## src/rtl/tomasulo_pkg.sv

```systemverilog
// Shared ISA constants and the ADD/SUB legality check used by the feeder and the core decoder.
// Pure definitions: no state, no timing, no flow control.
package tomasulo_pkg;

  localparam logic [6:0]  OPC_OP    = 7'b0110011;
  localparam logic [2:0]  F3_ADDSUB = 3'b000;
  localparam logic [6:0]  F7_ADD    = 7'b0000000;
  localparam logic [6:0]  F7_SUB    = 7'b0100000;
  localparam logic [31:0] NOP_WORD  = 32'h0000_0000;

  function automatic logic is_addsub(input logic [31:0] word);
    return (word[6:0] == OPC_OP) && (word[14:12] == F3_ADDSUB) &&
           ((word[31:25] == F7_ADD) || (word[31:25] == F7_SUB));
  endfunction

endpackage

```

## src/rtl/sync_fifo.sv

```systemverilog
// Synchronous FIFO, head word readable combinationally; a push is poppable one cycle later.
// Push is ignored when full and pop when empty; a pop never frees a slot for a same-cycle push.
module sync_fifo #(
  parameter  int WIDTH = 32,
  parameter  int DEPTH = 16,
  localparam int AW    = $clog2(DEPTH)
) (
  input  logic             clk,
  input  logic             reset,
  input  logic             push,
  input  logic [WIDTH-1:0] push_dat,
  input  logic             pop,
  output logic [WIDTH-1:0] pop_dat,
  output logic [AW:0]      count,
  output logic             full,
  output logic             empty
);

  logic [WIDTH-1:0] mem_q [DEPTH];
  logic [AW-1:0]    wr_ptr_q, wr_ptr_d;
  logic [AW-1:0]    rd_ptr_q, rd_ptr_d;
  logic [AW:0]      count_q, count_d;
  logic             do_push, do_pop;

  assign full    = (count_q == (AW+1)'(DEPTH));
  assign empty   = (count_q == '0);
  assign count   = count_q;
  assign pop_dat = mem_q[rd_ptr_q];

  always_comb begin
    do_push  = push && !full;
    do_pop   = pop && !empty;
    wr_ptr_d = wr_ptr_q;
    rd_ptr_d = rd_ptr_q;
    count_d  = count_q;
    // Pointers wrap naturally since DEPTH is a power of two.
    if (do_push) wr_ptr_d = wr_ptr_q + AW'(1);
    if (do_pop)  rd_ptr_d = rd_ptr_q + AW'(1);
    if (do_push && !do_pop)      count_d = count_q + (AW+1)'(1);
    else if (!do_push && do_pop) count_d = count_q - (AW+1)'(1);
  end

  always_ff @(posedge clk) begin
    if (reset) begin
      wr_ptr_q <= '0;
      rd_ptr_q <= '0;
      count_q  <= '0;
    end else begin
      wr_ptr_q <= wr_ptr_d;
      rd_ptr_q <= rd_ptr_d;
      count_q  <= count_d;
    end
  end

  always_ff @(posedge clk) begin
    if (do_push && !reset) mem_q[wr_ptr_q] <= push_dat;
  end

endmodule

```

## src/rtl/tomasulo_instr_feeder.sv

```systemverilog
// Buffers loader words, drops non-ADD/SUB, feeds the core one registered word per unstalled cycle.
// Load-to-output latency 2 cycles; load_ready is !full only, stall freezes outputs and pops nothing.
module tomasulo_instr_feeder
  import tomasulo_pkg::*;
#(
  parameter int DEPTH = 16,
  parameter int PC_W  = 6,
  parameter int CNT_W = 8
) (
  input  logic                     clk,
  input  logic                     reset,
  input  logic                     load_valid,
  input  logic [31:0]              load_instr,
  output logic                     load_ready,
  input  logic                     stall,
  output logic [31:0]              instr_stream,
  output logic                     instr_valid,
  output logic [PC_W-1:0]          instr_pc,
  output logic [$clog2(DEPTH):0]   count,
  output logic                     empty,
  output logic                     full,
  output logic [CNT_W-1:0]         reject_count
);

  logic [31:0]      stream_q, stream_d;
  logic             valid_q, valid_d;
  logic [PC_W-1:0]  out_pc_q, out_pc_d;
  logic [PC_W-1:0]  fetch_pc_q, fetch_pc_d;
  logic [CNT_W-1:0] reject_q, reject_d;
  logic [31:0]      head_dat;
  logic             accept, legal, push, pop;

  sync_fifo #(.WIDTH(32), .DEPTH(DEPTH)) u_fifo (
    .clk      (clk),
    .reset    (reset),
    .push     (push),
    .push_dat (load_instr),
    .pop      (pop),
    .pop_dat  (head_dat),
    .count    (count),
    .full     (full),
    .empty    (empty)
  );

  assign load_ready   = !full;
  assign instr_stream = stream_q;
  assign instr_valid  = valid_q;
  assign instr_pc     = out_pc_q;
  assign reject_count = reject_q;

  always_comb begin
    accept     = load_valid && !full;
    legal      = is_addsub(load_instr);
    push       = accept && legal;
    pop        = !stall && !empty;
    stream_d   = stream_q;
    valid_d    = valid_q;
    out_pc_d   = out_pc_q;
    fetch_pc_d = fetch_pc_q;
    reject_d   = reject_q;
    if (accept && !legal && (reject_q != '1)) reject_d = reject_q + CNT_W'(1);
    if (!stall) begin
      if (!empty) begin
        stream_d   = head_dat;
        valid_d    = 1'b1;
        out_pc_d   = fetch_pc_q;
        fetch_pc_d = fetch_pc_q + PC_W'(4);
      end else begin
        // Bubble: emit a NOP but keep the last PC visible.
        stream_d = NOP_WORD;
        valid_d  = 1'b0;
      end
    end
  end

  always_ff @(posedge clk) begin
    if (reset) begin
      stream_q   <= NOP_WORD;
      valid_q    <= 1'b0;
      out_pc_q   <= '0;
      fetch_pc_q <= '0;
      reject_q   <= '0;
    end else begin
      stream_q   <= stream_d;
      valid_q    <= valid_d;
      out_pc_q   <= out_pc_d;
      fetch_pc_q <= fetch_pc_d;
      reject_q   <= reject_d;
    end
  end

endmodule
```

## config.mk

```make
export PLATFORM = sky130hd
export DESIGN_NAME = tomasulo_instr_feeder
export DESIGN_NICKNAME = d
export VERILOG_FILES = /design/src/rtl/tomasulo_pkg.sv /design/src/rtl/sync_fifo.sv /design/src/rtl/tomasulo_instr_feeder.sv
export SDC_FILE = /design/constraint.sdc
export NUM_CORES = 1
export LEC_CHECK = 0
export ABC_AREA = 1
export ABC_CLOCK_PERIOD_IN_PS = 4000
export CORE_UTILIZATION = 50
export DETAILED_ROUTE_END_ITERATION = 10
export GPL_TIMING_DRIVEN = 0
export PLACE_DENSITY = 0.77
export SYNTH_ARGS = -nofsm -noshare
export SYNTH_HDL_FRONTEND = slang
export SYNTH_HIERARCHICAL = 1
export SYNTH_SLANG_ARGS = --single-unit
```

## constraint.sdc

```tcl
create_clock -name clk -period 4 [get_ports clk]
set_input_delay 0.8 -clock clk [delete_from_list [all_inputs] [get_ports clk]]
set_output_delay 0.8 -clock clk [all_outputs]
set_load 0.02 [all_outputs]
```

Word-level counts from Yosys, hierarchy flattened --
Memory sizes are Yosys's and may differ from the RTL's. A register that Yosys moved wholly into a read port is not among the register bits. Cells that the tools add are included.
Word-level totals: register bits after elaboration 66, bits in latches 0, memory bits (writable) 512, bits in read-only memories 0, input port bits 36, output and inout bits 55, logic and storage cells 54, memories 1
Operators by class: $add $sub $neg 6, multiply operators 0, div/mod/pow operators 0, order comparisons 0, equality and inequality tests 4, shift-type cells 0, mux-type cells 8, bitwise logic cells 2, reductions and logical operators 25
Memory list:
- u_fifo.mem_q | depth 16, bits a word 32, read ports 1, clocked after memory_dff 1, write ports 1, RTL line sync_fifo.sv:19 | logic [WIDTH-1:0] mem_q [DEPTH];
Operators with widths (number):
- 32-bit 2-to-1 mux | 1
- 7-bit by 6-bit equality test with 1-bit output, second input constant | 2
- 1-bit logical AND | 12
- 5-bit 2-to-1 mux | 2
- 4-bit by 1-bit adder with 4-bit output, second input constant | 2
- 8-bit by 1-bit adder with 8-bit output, second input constant | 1
- 4-bit 2-to-1 mux | 2
- 8-bit inequality test, second input constant | 1
- 1-bit logical NOT | 7
- 7-bit logical NOT | 1
- 6-bit by 3-bit adder with 6-bit output, second input constant | 1
- 5-bit by 1-bit adder with 5-bit output, second input constant | 1
- 5-bit equality test, second input constant | 1
- 5-bit logical NOT | 1
- 5-bit by 1-bit subtractor with 5-bit output, second input constant | 1
- 3-bit logical NOT | 1
- 1-bit 2-to-1 mux | 3
- 1-bit inverter | 2
- 2-bit AND reduction | 1
- 2-bit nonzero test | 1
- 1-bit logical OR | 1

Longest topological paths before layout --
depth in word-level cells 9, depth in mapped cells 18, depth with buffers taken out 17

Modules after synthesis --
The synthesis kept the hierarchy.
Modules (own cells, without submodules):
- sync_fifo | instances 1, cells each 2205, area each 22949.5 µm²
- tomasulo_instr_feeder | instances 1, cells each 285, area each 2083.2 µm²

Worst setup path after synthesis --
Ideal clock, no wire load.
path type input-to-reg, start input port load_instr[29], end memory u_fifo.mem_q[0][0], enable pin, library setup time 0.421 ns, arrival time 3.195 ns, data required time 3.579 ns, path slack 0.384 ns, stages 10, cells stage by stage nor2_1 -> nand2_1 -> nor2_1 -> nand2_2 -> buf_6 -> nor2_1 -> nand2_1 -> inv_1 -> nand2_1 -> nor2_1
Between the ends: cells in the longest elaborated chain, start to end 8
Ends and longest elaborated chain:
- start: declaration | RTL line tomasulo_instr_feeder.sv:13 | input logic [31:0] load_instr,
- 7-bit by 6-bit equality test with 1-bit output / 7-bit logical NOT (equally long branches) | RTL line tomasulo_pkg.sv:13 | ((word[31:25] == F7_ADD) || (word[31:25] == F7_SUB));
- 1-bit logical OR (*) | RTL line tomasulo_pkg.sv:13
- 1-bit logical AND (*) | RTL line tomasulo_pkg.sv:12 | return (word[6:0] == OPC_OP) && (word[14:12] == F3_ADDSUB) &&
- 1-bit logical AND (*) | RTL line tomasulo_instr_feeder.sv:54 | push = accept && legal;
- named net push | RTL line tomasulo_instr_feeder.sv:31 | logic accept, legal, push, pop;
- 1-bit logical AND (*) | RTL line sync_fifo.sv:31 | do_push = push && !full;
- named net u_fifo.do_push | RTL line sync_fifo.sv:23 | logic do_push, do_pop;
- 1-bit logical AND (*) | RTL line sync_fifo.sv:56 | if (do_push && !reset) mem_q[wr_ptr_q] <= push_dat;
- 1-bit 2-to-1 mux (*) | RTL line sync_fifo.sv:56
- 1-bit 2-to-1 mux (not written as such) (*) | RTL line sync_fifo.sv:56
- end: declaration | RTL line sync_fifo.sv:19
The timed path passes the listed nets; every way through them passes the cells marked *.

Worst setup path after layout --
start input port load_instr[27], end memory u_fifo.mem_q[9][16], enable pin
Same word-level chain as after synthesis.

==> flow_metrics.py <==
metrics = {
    "power": {
        "total_power_uw": 11900,
        "seqPwrFrac_pct": 55.3,
        "comb_power_share_pct": 1.5,
        "p_sw_uw": 2380,
        "pwr_density_cell_nw_per_um2": 406,
        "power_leakage_uw": 0.0123,
        "power_frac_clock_pct": 43.2,
        "peakVddDrop_mv": 0.302,
        "internal_power_uw": 9510,
        "p_sw_share_pct": 20.0,
    },
    "clock_network": {
        "hold_buffers": 0,
        "cts_root_buffer": "clkbuf_16",
        "cts_buffers": 55,
        "insertion_delay_ps": 620,
        "clock_path_buffers": 3,
        "cts_tree": "built",
        "cts.sinks": 578,
        "clk_pin_slew_worst_paths_ps": 60,
        "htree_levels": 2,
    },
    "timing": {
        "fin_crit_sh_pct": 94.2,
        "setup_viol": 0,
        "fin_skew_ps": 15.4,
        "maxClockFrequency_mhz": 265,
        "rsz0062_at_grt": "no",
        "min_period_ps": 3770,
        "tightest_slew_ps": 1030,
        "max_slew_margin_pct": 31.6,
        "finalHoldViolations": 0,
        "maxSlewViolCount": 0,
    },
    "floorplanning": {
        "die-height_um": 226,
        "die_x_um": 226,
        "core_area_um2": 49200,
        "rows": 81,
        "start_util_pct": 50.9,
        "die-area_um2": 51000,
        "io_pins": 91,
    },
    "global_routing": {
        "grt_pass1_vias": 18000,
        "grt_util_all_layers_pct": 27.3,
        "grt-ovfl-total": 0,
        "grt_pass1_wl_mm": 103,
        "grt_start_max_net_pins": 27,
        "antenna_found_initial": 0,
    },
    "critical_path": {
        "reg2reg_to": "u_fifo/count[3]$_SDFFE_PP0P_",
        "ff2ff_setup_slack_ps": 760,
        "cp-startpoint": "load_instr[27]",
        "crit_buf_inv": 4,
        "end_kind": "flip-flop",
        "worstPathCellList": "clkdlybuf4s50_1, nor2_1, nand2_1, nor2_1, nand2_2, buf_6, nor2_1, nand2_1, inv_1, nand2_1, nor2_4, buf_16",
        "worstSetupEndpoint": "u_fifo/mem_q[9][16]$_DFFE_PP_",
        "cp_max_fo": 19,
        "critPathTopFamily": "simple AND/OR/NAND/NOR gates",
        "rr_worst_depth": 14,
        "path_depth": 12,
        "cp.arrival_ps": 4080,
        "crit_required_ps": 4310,
        "r2r-start": "u_fifo/count[0]$_SDFFE_PP0P_",
        "path_class": "in -> reg",
        "max_stage_delay_ps": 700,
        "crit_path_top_delay_cell": "clkdlybuf4s50_1",
        "cp-start-kind": "input pin",
    },
    "place": {
        "place_hpwl_mm": 44.7,
        "place_congestion": 0.843,
        "dpl-instance-area_um2": 27300,
        "dpl.cell_count": 3258,
        "numPortBuffers": 87,
    },
    "yosys": {
        "ys_ff_latch": 578,
        "synth_flop_cell": "edfxtp_1",
        "synthCells": 2490,
        "synthArstFlopShare_pct": 0,
        "yosysMostFrequentCell": "nand2_1",
        "synth_top_cell_by_area": "edfxtp_1",
        "synth_area_um2": 25000,
        "yosys-top-cells-area": "edfxtp_1 (61%), nand2_1 (12%), nand3_1 (8.1%)",
        "ys_warn_count": 6,
        "synth_edf_count": 512,
        "synthTopCellsByCount": "nand2_1 (790), edfxtp_1 (512), inv_1 (430)",
        "syn_area_per_cell_um2": 10.1,
        "synth_cell_types": 29,
        "synth_seq_area_share_pct": 66.7,
        "synth_top_cell_area_share_pct": 61.4,
    },
    "route": {
        "postRouteAntennaNets": 0,
        "vias": 18400,
        "dr.pass1.iters": 5,
        "via_per_inst": 5.46,
        "drt-initial-drc-count": 2320,
        "wl_per_cell_um": 20.7,
        "drc": 0,
        "wirelength_mm": 69.7,
    },
    "finish": {
        "drive_above_1_share_pct": 8.90,
        "n_antenna_cell": 0,
        "post-route-cell-area_um2": 29200,
        "area_delta_synth_final_pct": 16.8,
        "nNetsFinal": 2710,
        "finalNonFillerCells": 3371,
        "utilization_pct": 59.5,
    },
    "hold_path": {
        "worstHoldPathType": "reg -> reg",
    },
    "run_status": {
        "outcome": "completed",
    },
    "run": {
        "cap_violations": 0,
    },
}
-- area by class of cell --
type	instances	area, um2
Fill cell	3736	19900
Multi-Input combinational cell	1357	6020
Inverter	433	1630
Clock inverter	35	288
Buffer	123	811
Clock buffer	67	1480
Tap cell	664	831
Timing Repair Buffer	114	1490
Sequential cell	578	16700
-- registers in the layout, indices dropped and copies added, names as in the netlist, named ones only --
register         cells
u_fifo/count         5
reject_count         8
instr_valid          1
fetch_pc_q           4
instr_stream        32
u_fifo/mem_q       512
u_fifo/wr_ptr_q      4
u_fifo/rd_ptr_q      4
instr_pc             4
-- kinds of logic after synthesis --
| group | share of synthesized area [%] |
|---|---|
| AO/OA/AOI/OAI | 1.26 |
| other | 0.0150 |
| AND/OR/NAND/NOR | 21.5 |
| adder cells (fa/ha/maj) | 0.630 |
| XOR/XNOR | 0.175 |
| buffers and inverters | 9.75 |
| flip-flops | 66.7 |
-- metal layers --
metal	vias up	track usage [%]	part of all wire, %
met4	0	13.3	5.0
met2	1119	45.8	48
met3	243	4.87	11
li1	8359	-	-
met5	-	0	0
met1	8689	34.2	37
-- cell usage in the layout (no fill, tap or decap), types with 4 or more instances in the layout --
cell type        instances
nand2_1                790
edfxtp_1               512
inv_1                  430
nand3_1                403
clkdlybuf4s50_1         72
dfxtp_1                 66
clkbuf_16               56
buf_2                   51
a21oi_1                 48
nor2_1                  44
buf_6                   28
clkbuf_1                23
nor2_4                  19
buf_4                   17
dlymetal6s2s_1          15
o21ai_0                 14
clkinv_2                14
buf_12                  14
buf_1                   12
ha_1                    11
buf_16                  10
clkinv_1                 9
nand4_1                  8
nand2_2                  5
xor2_1                   4
inv_6                    4
clkbuf_8                 4
bufinv_16                4
-- power groups by stage --
stage                     logic, uW  clock network, uW  registers [uW]
after floorplan                38.1                  0            6700
after global placement          170                  0            6700
after detailed placement        181                  0            6700
after CTS                       182               5170            6570
after global routing            197               5420            6560
final                           182               5140            6570
-- per-stage QoR --
step | hold slack [ps] | setup TNS [ps] | setup slack [ps]
CTS | 467 | 0 | 0.646
global route | 487 | 0 | 18.0
global placement | 456 | -1165810 | -2450
detailed placement | 456 | -231360 | -658
finish | 465 | 0 | 232
floorplan | 449 | 0 | 384
-- repair_timing --
item                                    in CTS  in global routing
setup buffers                                5                  6
resized for setup                            0                 16
pin swaps                                    3                  4
endpoints found under the setup margin      47                375
-- worst min-delay path, cell delays in order (launching register included) --
cell	delay (ps)
dfxtp_1	310
nand2_1	60
a21oi_1	50
-- worst min path at each step --
stage                                              from                            end  slack, ps  cells after the start
after CTS                 instr_stream[12]$_SDFFE_PP0N_  instr_stream[12]$_SDFFE_PP0N_        470                      2
after detailed placement   instr_stream[2]$_SDFFE_PP0N_   instr_stream[2]$_SDFFE_PP0N_        460                      2
after floorplan              fetch_pc_q[5]$_SDFFE_PP0P_       instr_pc[5]$_SDFFE_PP0P_        450                      2
final                     instr_stream[13]$_SDFFE_PP0N_  instr_stream[13]$_SDFFE_PP0N_        460                      2
after global routing      instr_stream[21]$_SDFFE_PP0N_  instr_stream[21]$_SDFFE_PP0N_        490                      2
after global placement     instr_stream[5]$_SDFFE_PP0N_   instr_stream[5]$_SDFFE_PP0N_        460                      2
Power figures use the tool's default switching activity.
